`config.mk`:
```
export PLATFORM = sky130hd
export DESIGN_NAME = sm_rd_engine_flat
export DESIGN_NICKNAME = d
export VERILOG_FILES = /design/src/rtl/sm_rd_engine_pkg.sv /design/src/rtl/sm_rd_engine_if.sv /design/src/rtl/sm_rd_engine.sv /design/src/flat_wrapper.sv
export SDC_FILE = /design/constraint.sdc
export NUM_CORES = 1
export LEC_CHECK = 0
export CORE_UTILIZATION = 29
export DETAILED_ROUTE_END_ITERATION = 16
export PLACE_DENSITY_LB_ADDON = 0.05
export SKIP_LAST_GASP = 1
export SYNTH_ARGS = -nofsm -noshare
export SYNTH_HDL_FRONTEND = slang
export SYNTH_SLANG_ARGS = --single-unit
```
`constraint.sdc`:
```
create_clock -name clk_i -period 3.25 [get_ports clk_i]
set_input_delay 0.975 -clock clk_i [delete_from_list [all_inputs] [get_ports clk_i]]
set_output_delay 0.975 -clock clk_i [all_outputs]
set_load 0.02 [all_outputs]
```
`src/rtl/sm_rd_engine_pkg.sv`:
```
// Shared-memory buffer manager types used by the read/free engine:
// pointers, cells, commands and the read-engine state encoding.
package sm_rd_engine_pkg;

  localparam int SM_PTR_W  = 8;
  localparam int SM_DATA_W = 32;

  typedef logic [SM_PTR_W-1:0] sm_ptr_t;

  typedef enum logic {
    SM_CMD_READ = 1'b0,
    SM_CMD_FREE = 1'b1
  } sm_cmd_code_t;

  typedef struct packed {
    sm_cmd_code_t code;
    sm_ptr_t      ptr;
  } sm_cmd_t;

  typedef struct packed {
    logic                 eop;
    sm_ptr_t              next;
    logic [SM_DATA_W-1:0] data;
  } sm_cell_t;

  typedef enum logic [1:0] {
    ST_IDLE = 2'd0,
    ST_RD   = 2'd1,
    ST_WAIT = 2'd2,
    ST_HOLD = 2'd3
  } sm_rd_state_t;

endpackage

```
`src/rtl/sm_rd_engine_if.sv`:
```
// Command, memory-read, data-out and free channels of the read engine.
// Suffixes _i/_o are from the engine's point of view (master modport).
interface sm_rd_engine_if;
  import sm_rd_engine_pkg::*;

  // Every channel: a transfer happens on a cycle where valid and ready are
  // both high; valid and its payload hold stable until that transfer.
  logic                 cmd_valid_i;
  logic                 cmd_ready_o;
  sm_cmd_t              cmd_i;
  logic                 mem_rd_en_o;
  sm_ptr_t              mem_rd_addr_o;
  sm_cell_t             mem_rd_data_i;
  logic                 out_valid_o;
  logic                 out_ready_i;
  logic [SM_DATA_W-1:0] out_data_o;
  logic                 out_sop_o;
  logic                 out_eop_o;
  logic                 free_valid_o;
  logic                 free_ready_i;
  sm_ptr_t              free_ptr_o;
  logic                 done_o;
  logic                 err_o;

  modport master (
    input  cmd_valid_i, cmd_i, mem_rd_data_i, out_ready_i, free_ready_i,
    output cmd_ready_o, mem_rd_en_o, mem_rd_addr_o, out_valid_o, out_data_o,
           out_sop_o, out_eop_o, free_valid_o, free_ptr_o, done_o, err_o
  );

  modport slave (
    output cmd_valid_i, cmd_i, mem_rd_data_i, out_ready_i, free_ready_i,
    input  cmd_ready_o, mem_rd_en_o, mem_rd_addr_o, out_valid_o, out_data_o,
           out_sop_o, out_eop_o, free_valid_o, free_ptr_o, done_o, err_o
  );

endinterface

```
`src/rtl/sm_rd_engine.sv`:
```
// Walks a stored packet's cell chain: READ streams data words, FREE releases
// cell pointers. Define SM_RD_AUTO_FREE_EN to make READ also release cells.
module sm_rd_engine
  import sm_rd_engine_pkg::*;
#(
  parameter int MAX_CELLS = 64
) (
  input  logic         clk_i,
  input  logic         rst_n_i,
  sm_rd_engine_if.master bus,
  output sm_rd_state_t dbg_state_o
);

  localparam int CNT_W = $clog2(MAX_CELLS + 1);
  localparam logic [CNT_W-1:0] CNT_MAX = CNT_W'(MAX_CELLS);

  sm_rd_state_t   r_state;
  sm_cmd_code_t   r_code;
  sm_ptr_t        r_cur_ptr;
  sm_cell_t       r_cell;
  logic [CNT_W-1:0] r_cnt;
  logic           r_sop_pend;
  logic           r_out_done;
  logic           r_free_done;

  logic w_hold, w_is_read, w_need_out, w_need_free;
  logic w_out_valid, w_free_valid, w_out_hs, w_free_hs;
  logic w_beat_done, w_limit, w_next;

  assign w_hold     = (r_state == ST_HOLD);
  assign w_is_read  = (r_code == SM_CMD_READ);
  assign w_need_out = w_is_read;
`ifdef SM_RD_AUTO_FREE_EN
  assign w_need_free = 1'b1;
`else
  assign w_need_free = ~w_is_read;
`endif

  assign w_out_valid  = w_hold & w_need_out  & ~r_out_done;
  assign w_free_valid = w_hold & w_need_free & ~r_free_done;
  assign w_out_hs     = w_out_valid  & bus.out_ready_i;
  assign w_free_hs    = w_free_valid & bus.free_ready_i;

  // A beat finishes once each required channel has transferred, either in an
  // earlier HOLD cycle (sticky bit) or in this one.
  assign w_beat_done = w_hold
                     & (~w_need_out  | r_out_done  | w_out_hs)
                     & (~w_need_free | r_free_done | w_free_hs);
  assign w_limit = (r_cnt == CNT_MAX);
  assign w_next  = w_beat_done & ~r_cell.eop & ~w_limit;

  assign bus.cmd_ready_o   = (r_state == ST_IDLE);
  assign bus.mem_rd_en_o   = (r_state == ST_RD) | w_next;
  assign bus.mem_rd_addr_o = (r_state == ST_RD) ? r_cur_ptr :
                             (w_next ? r_cell.next : '0);
  assign bus.out_valid_o   = w_out_valid;
  assign bus.out_data_o    = w_out_valid ? r_cell.data : '0;
  assign bus.out_sop_o     = w_out_valid & r_sop_pend;
  assign bus.out_eop_o     = w_out_valid & r_cell.eop;
  assign bus.free_valid_o  = w_free_valid;
  assign bus.free_ptr_o    = w_free_valid ? r_cur_ptr : '0;
  assign bus.done_o        = w_beat_done & (r_cell.eop | w_limit);
  assign bus.err_o         = w_beat_done & ~r_cell.eop & w_limit;
  assign dbg_state_o       = r_state;

  always_ff @(posedge clk_i or negedge rst_n_i) begin
    if (!rst_n_i) begin
      r_state     <= ST_IDLE;
      r_code      <= SM_CMD_READ;
      r_cur_ptr   <= '0;
      r_cell      <= '0;
      r_cnt       <= '0;
      r_sop_pend  <= 1'b0;
      r_out_done  <= 1'b0;
      r_free_done <= 1'b0;
    end else begin
      case (r_state)
        ST_IDLE: begin
          if (bus.cmd_valid_i) begin
            r_code     <= bus.cmd_i.code;
            r_cur_ptr  <= bus.cmd_i.ptr;
            r_cnt      <= '0;
            r_sop_pend <= 1'b1;
            r_state    <= ST_RD;
          end
        end
        ST_RD: r_state <= ST_WAIT;
        ST_WAIT: begin
          r_cell      <= bus.mem_rd_data_i;
          r_cnt       <= w_limit ? r_cnt : r_cnt + 1'b1;
          r_out_done  <= 1'b0;
          r_free_done <= 1'b0;
          r_state     <= ST_HOLD;
        end
        ST_HOLD: begin
          if (w_beat_done) begin
            r_out_done  <= 1'b0;
            r_free_done <= 1'b0;
            if (w_next) begin
              r_cur_ptr  <= r_cell.next;
              r_sop_pend <= 1'b0;
              r_state    <= ST_WAIT;
            end else begin
              r_state <= ST_IDLE;
            end
          end else begin
            if (w_out_hs)  r_out_done  <= 1'b1;
            if (w_free_hs) r_free_done <= 1'b1;
          end
        end
        default: r_state <= ST_IDLE;
      endcase
    end
  end

endmodule

```
`src/flat_wrapper.sv`:
```
// flat-port wrapper written by rule: the top's interface ports become plain ports
module sm_rd_engine_flat import sm_rd_engine_pkg::*;
#(
  parameter int MAX_CELLS = 64
)
  (clk_i, rst_n_i, dbg_state_o, bus_cmd_valid_i, bus_cmd_i, bus_mem_rd_data_i, bus_out_ready_i, bus_free_ready_i, bus_cmd_ready_o, bus_mem_rd_en_o, bus_mem_rd_addr_o, bus_out_valid_o, bus_out_data_o, bus_out_sop_o, bus_out_eop_o, bus_free_valid_o, bus_free_ptr_o, bus_done_o, bus_err_o);
  sm_rd_engine_if bus_i ();
  input  logic clk_i;
  input  logic rst_n_i;
  output sm_rd_state_t dbg_state_o;
  input wire logic [$bits(bus_i.cmd_valid_i)-1:0] bus_cmd_valid_i;
  input wire logic [$bits(bus_i.cmd_i)-1:0] bus_cmd_i;
  input wire logic [$bits(bus_i.mem_rd_data_i)-1:0] bus_mem_rd_data_i;
  input wire logic [$bits(bus_i.out_ready_i)-1:0] bus_out_ready_i;
  input wire logic [$bits(bus_i.free_ready_i)-1:0] bus_free_ready_i;
  output wire logic [$bits(bus_i.cmd_ready_o)-1:0] bus_cmd_ready_o;
  output wire logic [$bits(bus_i.mem_rd_en_o)-1:0] bus_mem_rd_en_o;
  output wire logic [$bits(bus_i.mem_rd_addr_o)-1:0] bus_mem_rd_addr_o;
  output wire logic [$bits(bus_i.out_valid_o)-1:0] bus_out_valid_o;
  output wire logic [$bits(bus_i.out_data_o)-1:0] bus_out_data_o;
  output wire logic [$bits(bus_i.out_sop_o)-1:0] bus_out_sop_o;
  output wire logic [$bits(bus_i.out_eop_o)-1:0] bus_out_eop_o;
  output wire logic [$bits(bus_i.free_valid_o)-1:0] bus_free_valid_o;
  output wire logic [$bits(bus_i.free_ptr_o)-1:0] bus_free_ptr_o;
  output wire logic [$bits(bus_i.done_o)-1:0] bus_done_o;
  output wire logic [$bits(bus_i.err_o)-1:0] bus_err_o;
  assign bus_i.cmd_valid_i = bus_cmd_valid_i;
  assign bus_i.cmd_i = bus_cmd_i;
  assign bus_i.mem_rd_data_i = bus_mem_rd_data_i;
  assign bus_i.out_ready_i = bus_out_ready_i;
  assign bus_i.free_ready_i = bus_free_ready_i;
  assign bus_cmd_ready_o = bus_i.cmd_ready_o;
  assign bus_mem_rd_en_o = bus_i.mem_rd_en_o;
  assign bus_mem_rd_addr_o = bus_i.mem_rd_addr_o;
  assign bus_out_valid_o = bus_i.out_valid_o;
  assign bus_out_data_o = bus_i.out_data_o;
  assign bus_out_sop_o = bus_i.out_sop_o;
  assign bus_out_eop_o = bus_i.out_eop_o;
  assign bus_free_valid_o = bus_i.free_valid_o;
  assign bus_free_ptr_o = bus_i.free_ptr_o;
  assign bus_done_o = bus_i.done_o;
  assign bus_err_o = bus_i.err_o;
  sm_rd_engine #(.MAX_CELLS(MAX_CELLS)) u_core (.clk_i(clk_i), .rst_n_i(rst_n_i), .bus(bus_i), .dbg_state_o(dbg_state_o));
endmodule
```
==> metrics.md, run 1 <==
| Metric | Value |
|---|---|
| Result of the run | `completed` |
| Number of filler instances in the final layout | `983` |
| Number of instances in the synthesized netlist | `248` |
| Tcrit/Tclk final | `0.969` |
| Global placement routability congestion | `0.712` |
| Diodes inserted | `0` |
| Compound-gate portion of the synthesized area | `0.102` |
| Main combinational cell family by area after synthesis | `simple AND/OR/NAND/NOR gates` |
| Number of pins exceeding their max-slew limit in the final report | `0` |
| Destination of the critical timing path | `bus_mem_rd_addr_o[7]` |
| Detailed Route WL | `7730 um` |
| Detailed-router iteration count before antenna repair | `5` |
| Critical-path top delay cell | `sky130_fd_sc_hd__a2111o_1` |
| Delay of the slowest cell on the worst path | `0.39 ns` |
| Number of clock sinks | `62` |
| Fraction of final layout cells sized beyond drive strength 1 | `0.263` |
| Vias in the first global route | `2328` |
| Worst setup path startpoint | `bus_free_ready_i` |
| Final min period | `3.15 ns` |
| Number of nets with antenna violations after detailed routing | `0` |
| Min Hold Slack | `0.483 ns` |
| Height of the die | `103 um` |
| Worst slack at placement | `-0.659 ns` |
| Mapped Nets | `305` |
| Xor and xnor fraction of the mapped netlist area | `0.00591` |
| Static Leakage | `1.89 nW` |
| Data required time of the worst path | `2.27 ns` |
| Count of buffering cells on the critical path with inverters included | `3` |
| Finish-stage setup viols | `0` |
| Max VDD drop | `0.000412 V` |
| Inserted Clock Buffers | `9` |
| Arrival time reported for the critical path endpoint | `2.18 ns` |
| Area after detailed placement | `0.00432 mm^2` |
| Crit path launch type | `input pin` |
| Overall routing resource usage | `0.154` |
| Setup slack, reg-to-reg | `1.22 ns` |
| Number of placed instances, taps included | `494` |
| Total gr overflow | `0` |
| CP Capture Type | `primary output` |
| Global routing met2 resource utilization | `0.241` |
| Sequential area share after synthesis | `0.523` |
| Cell Rows | `36` |
| Headroom to the max-slew limit | `0.486` |
| Count of pins on the block boundary | `113` |
| Number of violations reported at the end of detailed-routing iteration 0 | `70` |
| Cell Area, Synth | `0.00296 mm^2` |
| Cell at the root of the clock tree | `sky130_fd_sc_hd__clkbuf_8` |
| Setup repair after global routing missed its margin | `no` |
| Maximum level of the CTS H-tree | `3` |
| Vias post-DR | `2345` |
| CTS clock-pin slew for the worst setup and hold paths | `0.07 ns` |
| Ordered cell list for the critical path | `dlygate4sd2_1 > nor2_2 > a2111o_1 > nor2_2 > buf_6 > a22o_1 > buf_6` |
| Drt wl/cell | `15.2 um` |
| Total design power | `4.55 mW` |
| First-pass GRT wire length | `12200 um` |
| Effective utilization at floorplan | `0.302` |
| Half-perimeter wire length after detailed placement | `5250 um` |
| Clock Latency Late Sink | `0.34 ns` |
| Die outline area | `0.0106 mm^2` |
| Highest-utilization routing layer at the global route stage | `met2` |
| Post-route clock skew | `0.00928 ns` |
| Arithmetic-cell share of the synthesized area counting full adders, half adders and majority gates | `0.00844` |
| Count of warnings emitted by yosys | `0` |
| Area of all placed cells without fillers | `0.00453 mm^2` |
| Most common library cell in the layout ignoring fill and taps | `sky130_fd_sc_hd__clkdlybuf4s50_1` |
| Instance count on the critical path | `7` |
| Number of hold-repair buffers added at the cts stage | `0` |
| Final Worst Setup Slack | `0.0998 ns` |
| Largest net degree at the start of global routing | `39` |
| Met3 Use GR | `0.0590` |
| IO Port Bufs | `112` |
| Area fraction in and, or, nand and nor cells after synthesis | `0.168` |
| Total of flip-flops plus latches after synthesis | `62` |
| Power density relative to cell area | `1000 mW/mm^2` |
| Clock tree buffer depth | `2` |
| Met1 track utilization from global routing | `0.199` |
| Number of distinct standard cells referenced by the synthesized netlist | `35` |
| Final routed DRC violation total | `0` |
| Per-cell via count in the routed design | `4.60` |
| Type of the worst setup path | `in -> out` |
| TritonCTS clock tree | `done` |
| Core box area | `0.00982 mm^2` |
| Width of the die | `103 um` |
| Antenna violations before repair | `0` |
| FF-to-FF Start | `u_core.dbg_state_o[1]` |
| Worst flop-to-flop path endpoint | `u_core.r_cell[22]` |
| Multiplexer area fraction after synthesis | `0.163` |
| Worst-margin pin slew | `0.769 ns` |
| Fmax | `0.317 GHz` |
| Max Cap Violations | `0` |
| Setup fix buffers added after clock tree synthesis | `0` |
| Non-filler cells in the finished layout | `510` |
| CP Max Fanout | `8` |
| Cell count of the worst reg-to-reg path | `4` |
| Commonest non-fill, non-tap cells in the layout | `sky130_fd_sc_hd__clkdlybuf4s50_1 (97), sky130_fd_sc_hd__dfrtp_1 (62), sky130_fd_sc_hd__and2_1 (42), sky130_fd_sc_hd__mux2_2 (42), sky130_fd_sc_hd__buf_4 (14)` |
| Dominant delay contributor by cell family on the critical path | `compound AO/OA/AOI/OAI gates` |
| Fin. Hold Viols | `0` |
| Type of the worst min-delay path | `reg -> reg` |
| Total number of nets in the final design | `429` |
| Syn_area_per_cell | `12.0 um^2` |
| Layout-stage area growth over the synthesis result | `52.7%` |
-- layer usage --
layer	vias to the layer above	wire, um
met5	-	0
met3	7	541
met2	79	3600
li1	1120	-
met4	0	64
met1	1139	3520
-- worst min path at each step --
stage,end,cells after the start,start,slack (ns)
floorplan,u_core.r_sop_pend,1,u_core.r_sop_pend,0.44
global placement,u_core.r_sop_pend,1,u_core.r_sop_pend,0.46
detailed placement,u_core.r_sop_pend,1,u_core.r_sop_pend,0.47
CTS,u_core.r_sop_pend,1,u_core.r_sop_pend,0.48
global route,u_core.r_sop_pend,1,u_core.r_sop_pend,0.51
finish,u_core.r_sop_pend,1,u_core.r_sop_pend,0.48
-- state kept, by name, summed over array words and instances (netlist names) --
signal and flops:
u_core.dbg_state_o 2, u_core.r_cell 41, u_core.r_cnt 7, u_core.r_code 1
u_core.r_cur_ptr 8, u_core.r_free_done 1, u_core.r_out_done 1, u_core.r_sop_pend 1
-- synth_stat cells (all sizes together) --
cell type  instances  area [um^2]
mux2i              1         10.0
a211oi             1         7.51
and2              42          263
a22o              11         96.3
a21oi              6         30.0
nor3               5         30.0
nor2b              1         6.26
a21o               3         22.5
mux2              42          473
a21boi             2         15.0
nand4              1         6.26
ha                 2         25.0
dfrtp             62         1550
a2111o             1         11.3
o21bai             2         18.8
nor4               1         6.26
nor2              11         41.3
xnor2              2         17.5
o221a              8         90.1
or3                2         12.5
o21ai              2         10.0
buf               10         61.3
nand2b             9         63.8
nand3              4         20.0
inv                4         15.0
clkbuf             3         11.3
nor3b              1         7.51
nand2              8         32.5
and4               1         8.76
-- area by class of cell --
class / instances / area (um^2) / share of cell area
sequential: 62 / 1550 / 0.343
tap: 133 / 166 / 0.0368
timing repair buffer: 126 / 1230 / 0.271
clock buffer: 11 / 131 / 0.0290
inverter: 4 / 15.0 / 0.00332
clock inverter: 5 / 83.8 / 0.0185
multi-input combinational: 169 / 1350 / 0.299
-- power breakdown --
group / internal (mW) / switching (mW) / leakage (nW)
clock: 0.434 / 0.318 / 0.0998
combinational: 1.28 / 1.14 / 1.06
sequential: 1.15 / 0.233 / 0.729
total: 2.86 / 1.69 / 1.89
-- cells by family after synthesis --
logic type / Yosys count
AND/OR/NAND/NOR: 86
flip-flops: 62
multiplexers: 43
AO/OA/AOI/OAI: 36
buffers and inverters: 17
XOR/XNOR: 2
adder cells (fa/ha/maj): 2
-- timing repair --
item | CTS | global route
endpoints found under the hold margin | 0 | 0
pin swaps | 3 | 1
endpoints found under the setup margin | 11 | 10
cloned | 0 | 0
resized for setup | 51 | 3
-- through the flow --
step           utilization  setup TNS, ns
3_5_place_dp         0.440          -6.64
6_report             0.461              0
3_3_place_gp         0.440          -6.55
5_1_grt              0.461              0
2_1_floorplan            -              0
4_1_cts              0.460              0
Power figures use the tool's default switching activity.
==> run 2, diff against run 1 <==
- SLEW_MARGIN: unset -> 20
==> results of run 2 <==
Final layout, timing and power as in run 1 (identical DEF).
==> run 3, diff against run 2 <==
- CORE_UTILIZATION: 29 -> 44
==> run 3 against run 2 <==
  * The run now ends with DRC left
  * Combinational power is essentially flat
  * Clock skew shrank 0.0049 ns
  * Maximum frequency grew 0.44%
  * Sequential power is essentially flat
  * Register-to-register slack gained 0.09 ns
  * Non-clock buffer count shrank 1
  * Final cell count shrank 11%
  * Power shrank 2.6%
  * Clock-buffer cell count is the same
  * Sequential share of layout area grew 0.82 points
==> metrics.md, run 3 (synthesized netlist as in run 1, its figures left out) <==
| Metric | Value |
|---|---|
| Result of the run | `finished with violations` |
| Failing checks | `DRC` |
| Top reg by flops | `u_core.r_cell` |
| Per-cell via count in the routed design | `5.13 (+12%)` |
| Core box area | `0.00642 mm^2 (-35%)` |
| Biggest registers after layout | `u_core.r_cell (41), u_core.r_cur_ptr (8), u_core.r_cnt (7)` |
| Clock tree buffer depth | `2 (unchanged)` |
| Die outline area | `0.00707 mm^2 (-34%)` |
| CTS clock-pin slew for the worst setup and hold paths | `0.06 ns (about the same)` |
| Data required time of the worst path | `2.27 ns (about the same)` |
| Non-filler cells in the finished layout | `452 (-11%)` |
| Final min period | `3.14 ns (-0.0139 ns)` |
| Overall routing resource usage | `0.214 (+0.0603)` |
| Total design power | `4.43 mW (-2.6%)` |
| Max VDD drop | `0.000614 V (+49%)` |
| Vias post-DR | `2321 (-1.0%)` |
| Drt wl/cell | `15.3 um (+0.93%)` |
| Antenna violations before repair | `0 (unchanged)` |
| Clock Latency Late Sink | `0.32 ns (-0.02 ns)` |
| Fin. Hold Viols | `0 (unchanged)` |
| Max FFs per register | `41 (unchanged)` |
| Static Leakage | `1.90 nW (+0.55%)` |
| Number of filler instances in the final layout | `532 (-46%)` |
| First-pass GRT wire length | `11800 um (-3.4%)` |
| Finish-stage setup viols | `0 (unchanged)` |
| CP Capture Type | `primary output` |
| Cell at the root of the clock tree | `sky130_fd_sc_hd__clkbuf_8` |
| Worst hold path depth | `1 (unchanged)` |
| Effective utilization at floorplan | `0.462 (+0.160)` |
| Vias in the first global route | `2414 (+3.7%)` |
| Fraction of final layout cells sized beyond drive strength 1 | `0.253 (-0.00927)` |
| Diodes inserted | `0 (unchanged)` |
| Type of the worst setup path | `in -> out` |
| Max Cap Violations | `0 (unchanged)` |
| Share of the core filled with cells | `0.688 (+0.227)` |
| Commonest non-fill, non-tap cells in the layout | `sky130_fd_sc_hd__clkdlybuf4s50_1 (96), sky130_fd_sc_hd__dfrtp_1 (62), sky130_fd_sc_hd__and2_1 (42), sky130_fd_sc_hd__mux2_2 (42), sky130_fd_sc_hd__buf_4 (18)` |
| CP Max Fanout | `8 (unchanged)` |
| Number of violations reported at the end of detailed-routing iteration 0 | `118 (+69%)` |
| Total number of nets in the final design | `428 (-0.23%)` |
| Inserted Clock Buffers | `9 (unchanged)` |
| Tcrit/Tclk final | `0.965 (-0.00429)` |
| Number of hold-repair buffers added at the cts stage | `0 (unchanged)` |
| Worst slack at placement | `-0.652 ns (+0.00682 ns)` |
| Number of nets with antenna violations after detailed routing | `0 (unchanged)` |
| Worst-margin pin slew | `0.644 ns (-0.125 ns)` |
| Min Hold Slack | `0.478 ns (-0.00524 ns)` |
| Largest net degree at the start of global routing | `40 (+2.6%)` |
| Width of the die | `84.1 um (-18%)` |
| Detailed Route WL | `6910 um (-11%)` |
| Number of placed instances, taps included | `437 (-12%)` |
| Final routed DRC violation total | `14 (+14)` |
| IO Port Bufs | `112 (unchanged)` |
| Half-perimeter wire length after detailed placement | `4930 um (-6.1%)` |
| Fmax | `0.319 GHz (+0.44%)` |
| Post-route clock skew | `0.00435 ns (-0.00493 ns)` |
| Arrival time reported for the critical path endpoint | `2.16 ns (-0.02 ns)` |
| Crit path launch type | `input pin` |
| Final Worst Setup Slack | `0.114 ns (+0.0139 ns)` |
| Setup repair after global routing missed its margin | `no` |
| TritonCTS clock tree | `done` |
| Headroom to the max-slew limit | `0.569 (+0.0828)` |
| Detailed-router iteration count before antenna repair | `11 (+6)` |
| Number of pins exceeding their max-slew limit in the final report | `0 (unchanged)` |
| Cell Rows | `29 (-19%)` |
| Count of pins on the block boundary | `113 (unchanged)` |
| Multi-input gate area in the final layout | `0.00135 mm^2 (-0.46%)` |
| Layout-stage area growth over the synthesis result | `49.1%` |
| Seq. cell area | `0.00155 mm^2 (unchanged)` |
| Maximum level of the CTS H-tree | `3 (unchanged)` |
| Height of the die | `84.1 um (-18%)` |
| Global placement routability congestion | `0.804 (+13%)` |
| Number of clock sinks | `62 (unchanged)` |
| Total gr overflow | `0 (unchanged)` |
| Type of the worst min-delay path | `reg -> reg` |
| Most common library cell in the layout ignoring fill and taps | `sky130_fd_sc_hd__clkdlybuf4s50_1` |
| Power density relative to cell area | `1000 mW/mm^2 (-0.28%)` |
| Cell count of the worst reg-to-reg path | `6 (+2)` |
==> run 3: critical path: stages <==
cell and delay (ns):
sky130_fd_sc_hd__dlygate4sd2_1 0.21, sky130_fd_sc_hd__nor2_2 0.05, sky130_fd_sc_hd__a2111o_1 0.38, sky130_fd_sc_hd__nor2_1 0.11, sky130_fd_sc_hd__buf_4 0.17, sky130_fd_sc_hd__a22o_1 0.16, sky130_fd_sc_hd__buf_6 0.12
==> run 3: layer usage <==
layer | share of wire | routed length (um) | GRT usage | vias to the layer above
met3 | 0.085 | 588 | 0.0959 | 2
li1 | - | - | - | 1111
met2 | 0.49 | 3360 | 0.347 | 76
met5 | 0 | 0 | 0 | -
met1 | 0.43 | 2940 | 0.260 | 1132
met4 | 0.0032 | 22 | 0.0517 | 0
==> run 3: metrics by stage <==
step	setup TNS [ns]	cell area, um^2
6_report	0	4420
5_1_grt	0	4420
4_1_cts	0	4410
3_5_place_dp	-6.55	4240
3_3_place_gp	-6.44	4240
2_1_floorplan	0	2960
==> run 3: final timing paths <==
check	from	endpoint	slack (ns)
setup reg to reg	u_core.dbg_state_o[1]	u_core.r_cnt[2]	1.31
min in group asynchronous	rst_n_i	u_core.dbg_state_o[1]	0.63
hold / removal	u_core.r_sop_pend	u_core.r_sop_pend	0.48
hold reg to reg	u_core.r_sop_pend	u_core.r_sop_pend	0.48
max in group asynchronous	rst_n_i	u_core.r_cell[34]	2.19
setup / recovery	bus_free_ready_i	bus_mem_rd_addr_o[4]	0.11
==> run 3: timing repair <==
item / CTS / global route
buffers inserted: 0 / 0
resized for setup: 51 / 3
setup endpoints to repair: 11 / 4
pin swaps: 3 / 2
endpoints found under the hold margin: 0 / 0
==> run 3: power by group <==
part / leakage (nW) / internal [mW] / total [mW] / switching, mW
clock network: 0.0952 / 0.368 / 0.650 / 0.281
registers: 0.729 / 1.15 / 1.37 / 0.226
logic: 1.08 / 1.29 / 2.41 / 1.12
total: 1.90 / 2.80 / 4.43 / 1.63
==> run 3: area by class of cell <==
cell class | count | area share
clock buffers | 11 | 0.0320
clock inverters | 4 | 0.0108
inverters | 4 | 0.00340
multi-input cells | 169 | 0.304
flip-flops and latches | 62 | 0.351
well taps | 77 | 0.0218
repair buffers | 125 | 0.277
